===== src/rtl/delay_sum_pkg.sv =====
// Shared constants for the delay/sum line: output mode encodings and DEPTH limits.
package delay_sum_pkg;

    localparam logic [1:0] MODE_DELAY = 2'b00;
    localparam logic [1:0] MODE_DADD  = 2'b01;
    localparam logic [1:0] MODE_ACC   = 2'b10;

    localparam int DEPTH_MIN = 1;
    localparam int DEPTH_MAX = 16;

    // Fill counter must reach DEPTH+1, so it needs room for DEPTH+2 states.
    function automatic int fill_width(input int depth);
        return $clog2(depth + 2);
    endfunction

endpackage


===== src/rtl/delay_sum_line_sat_add.sv =====
// Combinational signed adder, one guard bit wide, with optional clamp to the signed range.
module sat_add #(
    parameter int WIDTH = 32,
    parameter int SAT   = 1
) (
    input  logic [WIDTH-1:0] a,
    input  logic [WIDTH-1:0] b,
    output logic [WIDTH-1:0] y
);

    function automatic logic [WIDTH-1:0] saturate(input logic signed [WIDTH:0] s);
        logic [WIDTH-1:0] r;
        r = s[WIDTH-1:0];
        // Guard bit disagreeing with the result MSB means the sum left the WIDTH-bit range.
        if (SAT != 0 && (s[WIDTH] != s[WIDTH-1]))
            r = s[WIDTH] ? {1'b1, {(WIDTH-1){1'b0}}} : {1'b0, {(WIDTH-1){1'b1}}};
        return r;
    endfunction

    logic signed [WIDTH:0] sum;

    assign sum = $signed({a[WIDTH-1], a}) + $signed({b[WIDTH-1], b});
    assign y   = saturate(sum);

endmodule


===== src/rtl/delay_sum_line.sv =====
// DEPTH-stage delay line with strobe-edge capture and a registered delay / delay-add / accumulate output.
module delay_sum_line
    import delay_sum_pkg::*;
#(
    parameter int WIDTH = 32,
    parameter int DEPTH = 2,
    parameter int SAT   = 1
) (
    input  logic             clk,
    input  logic             GlobalReset,
    input  logic [WIDTH-1:0] x_i_porty,
    input  logic             srdyi_i,
    input  logic             sum_en,
    input  logic             sum_rst,
    input  logic [1:0]       mode_i,
    output logic [WIDTH-1:0] z_o_portx,
    output logic             z_vld_o
);

    localparam int FILL_W = fill_width(DEPTH);
    localparam logic [FILL_W-1:0] FILL_FULL = FILL_W'(DEPTH + 1);

    if (DEPTH < DEPTH_MIN || DEPTH > DEPTH_MAX) begin : g_depth_check
        $error("delay_sum_line: DEPTH out of range");
    end

    logic signed [WIDTH-1:0] input_reg;
    logic signed [WIDTH-1:0] stage [DEPTH];
    logic signed [WIDTH-1:0] z_q;
    logic                    srdy_q;
    logic [FILL_W-1:0]       fill_cnt;
    logic                    z_vld_q;

    logic signed [WIDTH-1:0] tail;
    logic signed [WIDTH-1:0] z_next;
    logic [WIDTH-1:0]        add_a;
    logic [WIDTH-1:0]        add_b;
    logic [WIDTH-1:0]        add_y;

    // Capture: only the rising edge of the strobe loads a sample; sum_rst leaves it alone.
    always_ff @(posedge clk) begin
        if (!GlobalReset) begin
            srdy_q    <= 1'b0;
            input_reg <= '0;
        end else begin
            srdy_q <= srdyi_i;
            if (srdyi_i && !srdy_q)
                input_reg <= x_i_porty;
        end
    end

    // One shared adder: accumulate adds the tail to the output, delay-add adds it to the input.
    always_comb begin
        tail  = stage[DEPTH-1];
        add_a = tail;
        add_b = input_reg;
        if (mode_i == MODE_ACC) begin
            add_a = z_q;
            add_b = tail;
        end
        z_next = tail;
        if (mode_i == MODE_DADD || mode_i == MODE_ACC)
            z_next = add_y;
    end

    sat_add #(
        .WIDTH (WIDTH),
        .SAT   (SAT)
    ) u_sat_add (
        .a (add_a),
        .b (add_b),
        .y (add_y)
    );

    // Delay line, output register and fill tracking advance together on sum_en.
    always_ff @(posedge clk) begin
        if (!GlobalReset || sum_rst) begin
            for (int k = 0; k < DEPTH; k++)
                stage[k] <= '0;
            z_q      <= '0;
            fill_cnt <= '0;
            z_vld_q  <= 1'b0;
        end else if (sum_en) begin
            stage[0] <= input_reg;
            for (int k = 1; k < DEPTH; k++)
                stage[k] <= stage[k-1];
            z_q <= z_next;
            if (fill_cnt != FILL_FULL)
                fill_cnt <= fill_cnt + 1'b1;
            if (fill_cnt >= FILL_W'(DEPTH))
                z_vld_q <= 1'b1;
        end
    end

    assign z_o_portx = z_q;
    assign z_vld_o   = z_vld_q;

endmodule


===== config.mk =====
export PLATFORM = sky130hd
export DESIGN_NAME = delay_sum_line
export DESIGN_NICKNAME = d
export VERILOG_FILES = /design/src/rtl/delay_sum_pkg.sv /design/src/rtl/delay_sum_line_sat_add.sv /design/src/rtl/delay_sum_line.sv
export SDC_FILE = /design/constraint.sdc
export NUM_CORES = 1
export LEC_CHECK = 0
export ABC_AREA = 1
export CELL_PAD_IN_SITES_DETAIL_PLACEMENT = 0
export CELL_PAD_IN_SITES_GLOBAL_PLACEMENT = 1
export CORE_AREA = 2 2 148 150
export DETAILED_ROUTE_END_ITERATION = 8
export DIE_AREA = 0 0 150 152
export MAX_ROUTING_LAYER = met4
export PLACE_DENSITY = 0.83
export SLEW_MARGIN = 20
export SYNTH_ARGS = -nofsm -noshare
export SYNTH_HDL_FRONTEND = slang
export SYNTH_HIERARCHICAL = 1
export SYNTH_SLANG_ARGS = --single-unit

===== constraint.sdc =====
create_clock -name clk -period 4.7 [get_ports clk]
set_clock_uncertainty 0.05 [all_clocks]
set_input_delay 1.41 -clock clk [delete_from_list [all_inputs] [get_ports clk]]
set_output_delay 1.41 -clock clk [all_outputs]
set_load 0.01 [all_outputs]

After elaboration in Yosys (flattened, before gate mapping):

Memory sizes are Yosys's and may differ from the RTL's.
Cells that the tools add are included.

* output and inout port bits: 33
* input port bits: 39
* logic and storage cells: 34
* RAM bits: 64
* register bits after elaboration: 68
* memories: 1

* magnitude comparators: 1
* equality and inequality tests: 4
* multiplexer cells: 12
* bitwise gates (word level): 2
* add/sub/neg operators: 2
* reduce and logical (&&, ||, !) cells: 7

Memory list
* stage: words 2, width 32, rd ports 2, clocked after memory_dff 0, wr ports 2, line delay_sum_line.sv:28 `logic signed [WIDTH-1:0] stage [DEPTH];`

Operators by type and width (count)
* 32-bit 2-to-1 mux: 7
* 32-bit by 32-bit adder with 33-bit output: 1
* 1-bit 2-to-1 mux: 5
* 2-bit AND reduction: 2
* 2-bit by 1-bit adder with 2-bit output, second input constant: 1
* 2-bit by 1-bit == test with 1-bit output, second input constant: 1
* 2-bit == test, second input constant: 1
* 2-bit >= comparator, second input constant: 1
* 1-bit logical NOT: 2
* 1-bit logical OR: 2
* 2-bit inequality test, second input constant: 1
* 1-bit OR: 2
* 1-bit logical AND: 1
* 1-bit inequality test: 1

Longest topological paths before layout:

* word-level depth: 6
* gate-level depth with buffers: 28
* mapped depth without buffers: 25

Modules after synthesis:

The synthesis kept the hierarchy.

By module, submodules not included
* delay_sum_line: times used 1, area each 6417.4 µm², seq. area each 3283.1 µm², cells an instance 856
* sat_add: times used 1, area each 2562.5 µm², seq. area each 0.0 µm², cells an instance 489

Worst setup path after synthesis:

Ideal clock, no wire load.

* path kind: input port to flip-flop
* start point: input port mode_i[0]
* end point: register z_q[0], in the netlist z_o_portx[0]
* library setup time: 0.113 ns
* data required time: 4.537 ns
* path buffers: 3
* cell stages on the path: 27
* setup slack: 0.562 ns
* arrival: 3.976 ns
* cell sequence: inv_1 -> ha_1 -> buf_2 -> clkbuf_1 -> o21ai_0 -> ha_1 -> inv_1 -> fa_1 -> inv_1 -> nand3_1 -> nand2_2 -> nand2_1 -> nand2_2 -> nand2_1 -> nand2_2 -> nand2_2 -> nand2_2 -> nand2_2 -> nand2_4 -> nand3_4 -> buf_6 -> nand2_1 -> nand2_2 -> nand2_1 -> nand2_1 -> nand2_1 -> nand2_1

* longest elaborated chain between the ends: 6
* elaborated cells between the ends (all ways): 10
* classes of those cells: add/sub: 1; eq/ne: 3; mux: 5; reduce/logical: 1

Ends and longest elaborated chain
* start, declared: line delay_sum_line.sv:15 `input logic [1:0] mode_i,`
* 2-bit == test *: line delay_sum_line.sv:57 `if (mode_i == MODE_ACC) begin`
* 32-bit 2-to-1 mux *: line delay_sum_line.sv:57
* via add_a[0]: line delay_sum_line.sv:36 `logic [WIDTH-1:0] add_a;`
* 32-bit by 32-bit adder with 33-bit output *: line delay_sum_line_sat_add.sv:22 `assign sum = $signed({a[WIDTH-1], a}) + $signed({b[WIDTH-1], b});`
* 32-bit 2-to-1 mux or 1-bit inequality test (tied branches): line delay_sum_line_sat_add.sv:16, delay_sum_line_sat_add.sv:15
* 32-bit 2-to-1 mux *: line delay_sum_line_sat_add.sv:15 `if (SAT != 0 && (s[WIDTH] != s[WIDTH-1]))`
* via add_y[0]: line delay_sum_line.sv:38 `logic [WIDTH-1:0] add_y;`
* 32-bit 2-to-1 mux *: line delay_sum_line.sv:62 `if (mode_i == MODE_DADD || mode_i == MODE_ACC)`
* end signal, assigned: line delay_sum_line.sv:87 `z_q <= z_next;`
* end, declared: line delay_sum_line.sv:29 `logic signed [WIDTH-1:0] z_q;`

Mark *: on every way through the listed nets, which the timed path passes. The rest lies on a longest branch.
A chain may end at the register's enable or synchronous reset.

Final worst setup path:

* start point: input port mode_i[1]
* end point: register z_q[1], in the netlist z_o_portx[1]

* longest elaborated chain between the ends: 6
* elaborated cells between the ends (all ways): 10
* classes of those cells: add/sub: 1; eq/ne: 3; mux: 5; reduce/logical: 1

Ends and longest elaborated chain
* 2-bit == test *: line delay_sum_line.sv:57
* 32-bit 2-to-1 mux *: line delay_sum_line.sv:57
* via add_b[22]: line delay_sum_line.sv:37 `logic [WIDTH-1:0] add_b;`
* 32-bit by 32-bit adder with 33-bit output *: line delay_sum_line_sat_add.sv:22
* 32-bit 2-to-1 mux or 1-bit inequality test (tied branches): line delay_sum_line_sat_add.sv:16, delay_sum_line_sat_add.sv:15
* 32-bit 2-to-1 mux *: line delay_sum_line_sat_add.sv:15
* via add_y[1]: line delay_sum_line.sv:38
* 32-bit 2-to-1 mux *: line delay_sum_line.sv:62

Marks and branches as above.

==> results.json <==
{
  "global_route.usage.met2_pct": 33.7,
  "maxClockFrequency_mhz": 225,
  "yosys_most_used_dff": "dfxtp_1",
  "cp.required_ps": 5020,
  "global_route.usage.met3_pct": 2.16,
  "tightest_slew_ps": 921,
  "worst_hold_slack_ps": 406,
  "floorplan.core_area_mm2": 0.0214,
  "timing.critical_path.arrival_ps": 4770,
  "worstHoldPathType": "reg2reg",
  "grt_first_pass_wirelength_mm": 40.7,
  "rsz0062_at_grt": "no",
  "num_rows": 54,
  "dieWidth_um": 150,
  "drt_drc_violations_left": 0,
  "syn_inst": 1345,
  "hold-path-endpoint": "z_vld_o",
  "crit_path_end_kind": "register",
  "hold_viol_final": 0,
  "hold_path_depth": 2,
  "final_cells": 1796,
  "antenna-diode-count": 0,
  "final_antenna_net_count": 0,
  "clkSinkCount": 132,
  "grt_max_degree": 65,
  "leakage_power_total_nw": 5.66,
  "worst-path-max-fanout": 55,
  "design_power_total_mw": 3.30,
  "ratio_of_final_minimum_period_to_clock_period_pct": 94.6,
  "firstDrtPassIters": 5,
  "global_route.usage.met1_pct": 35.7,
  "drt-total-wl_mm": 25.2,
  "worst_r2r_end": "z_o_portx[1]",
  "cts_post_setup_buffers_inserted": 0,
  "reg2reg_slack_ps": 1790,
  "synth_enable_flop_cells": 64,
  "ff_latch_area_mm2": 0.00328,
  "largest_register_ffs": 64,
  "yosys_warnings": 6,
  "outcome": "complete, no violations",
  "placement.io_buffers": 71,
  "report.final.setup_viol": 0,
  "final.fill_count": 2204,
  "track_usage_pct": 23.6,
  "power.density_mw_per_mm2": 291,
  "cts_inserted_buffers": 17,
  "yosysSeqAreaShare_pct": 36.6,
  "routed_length_per_placed_instance_um": 14.0,
  "hold_start": "z_vld_o",
  "timing.max_slew.rel_slack_pct": 38.5,
  "ratio_of_cells_with_drive_above_1_in_the_final_layout_pct": 15.1,
  "asyncSetResetFlopFracSynth_pct": 0,
  "mappedNetlistArea_mm2": 0.00898,
  "antenna_found_initial": 0,
  "worstSkewPairLatency_ps": 430,
  "synth-seq-cells": 132,
  "final_nets": 1580,
  "most-common-layout-cells": "nand2_1, inv_1, nor2_1",
  "synth.lib_cells_used.distinct": 34,
  "die_area_mm2": 0.0228,
  "worstReg2RegStart": "stage[0][54]",
  "tritoncts": "yes",
  "die_y_um": 152,
  "postSynthNetCount": 1421,
  "num_io_pins": 72,
  "cts_max_path_buffers": 2,
  "syn2layout_area_growth_pct": 26.0,
  "via_count_of_the_first_global_routing_pass": 7802,
  "clock-root-buffer": "clkbuf_16",
  "placed_cells": 1765,
  "dp.final_hpwl_mm": 19.1,
  "clkTransAtPathRegs_ps": 70,
  "post_synth.cell_area_avg_um2": 6.68,
  "multiInputGateArea_mm2": 0.00460,
  "timing.final.crit_period_ps": 4450,
  "number_of_vias_per_cell": 4.72,
  "setup.worst_path.start_class": "input pin",
  "h-tree-depth": 4,
  "routabilityCongestion": 0.910,
  "postLayoutCellArea_mm2": 0.0113,
  "via_total_after_detailed_routing": 8473,
  "grt.busiest_layer": "met1",
  "placed_area_mm2": 0.0108,
  "count_of_pins_over_their_slew_limit": 0,
  "critical_path_class": "in2reg",
  "timing.max_cap.violations": 0,
  "first_iter_violations": 488,
  "most_frequent_standard_cell_in_the_layout_excluding_fill_and_tap_cells": "nand2_1",
  "worst_r2r_path_depth": 19,
  "total_grt_overflow": 0,
  "initial_core_util_pct": 42.1,
  "post_place_setup_slack_ps": -231,
  "ir_worst_vdd_v": 0.000179,
  "postLayoutSetupSlackWorst_ps": 253
}
-- routing by layer --
layer,vias to the layer above,part of all wire [%]
met3,22,4.9
met5,-,0
met4,0,1.2
met1,3797,51
met2,214,42
li1,4440,-
-- final cells by class --
type	count	area share (%)
Multi-Input combinational cell	955	40.6
Sequential cell	132	29.0
Timing Repair Buffer	195	15.6
Inverter	203	6.76
Clock buffer	17	3.76
Tap cell	280	3.10
Clock inverter	14	1.16
-- stage by stage --
step                      TNS (ps)  util [%]
final                            0      53.0
after global routing             0      53.0
after CTS                        0      53.0
after detailed placement     -6210      50.4
after global placement       -5030      50.4
after floorplan                  0         -
-- repair_timing --
item | in CTS | in global routing
endpoints found under the setup margin | 0 | 30
resized for setup | 0 | 1
hold buffers | 0 | 0
-- worst max path at each step --
stage | end | start | slack (ps) | depth (start not counted)
final | z_o_portx[1] | mode_i[1] | 250 | 21
after global routing | z_o_portx[11] | mode_i[1] | 10 | 20
after CTS | z_o_portx[1] | mode_i[1] | 210 | 21
after detailed placement | z_o_portx[1] | mode_i[1] | -230 | 21
after global placement | z_o_portx[18] | mode_i[1] | -220 | 20
after floorplan | z_o_portx[0] | mode_i[0] | 560 | 27
-- logic make-up (layout without fill, tap and decap cells) --
family	count (synthesis)	count (layout)	share of synthesized area [%]
DFF	132	132	36.6
buffers and inverters	258	429	12.4
AOI/OAI and AO/OA	120	120	7.38
adders and majority gates	37	37	5.24
and+or+nand+nor	778	778	36.4
xor gates and xnor gates	20	20	1.95
-- cells in the mapped netlist, types with 16 or more instances --
master / number / area (um^2)
clkbuf_1: 17 / 63.8
nand3_1: 81 / 405
nor2_2: 29 / 181
xor2_1: 16 / 140
nor2_1: 153 / 574
edfxtp_1: 64 / 1920
nand2_2: 16 / 100
o21ai_0: 70 / 350
buf_2: 20 / 100
inv_1: 199 / 747
dfxtp_1: 68 / 1360
nand2_1: 476 / 1790
ha_1: 36 / 450
a21oi_1: 30 / 150
-- report_power, final --
part	switching, mW	internal (mW)	leakage [nW]	total, mW
sequential	0.0391	1.26	1.30	1.30
combinational	0.399	0.303	4.09	0.702
clock	0.563	0.731	0.261	1.29
total	1.00	2.30	5.66	3.30
-- worst max-delay path: stages --
cell	delay, ps
clkdlybuf4s50_1	520
ha_4	260
buf_12	240
o21ai_0	180
ha_1	440
nand2_1	130
buf_4	150
nor2_1	220
nand2_1	110
nor2_1	120
nand2_2	80
nand2_2	60
nand2_2	80
nand2_4	110
nand2_4	100
buf_12	160
o21ai_1	80
nand2_1	80
nand2_1	70
nand2_1	50
nand2_1	80
No activity file was read; power rests on OpenSTA's default activity.
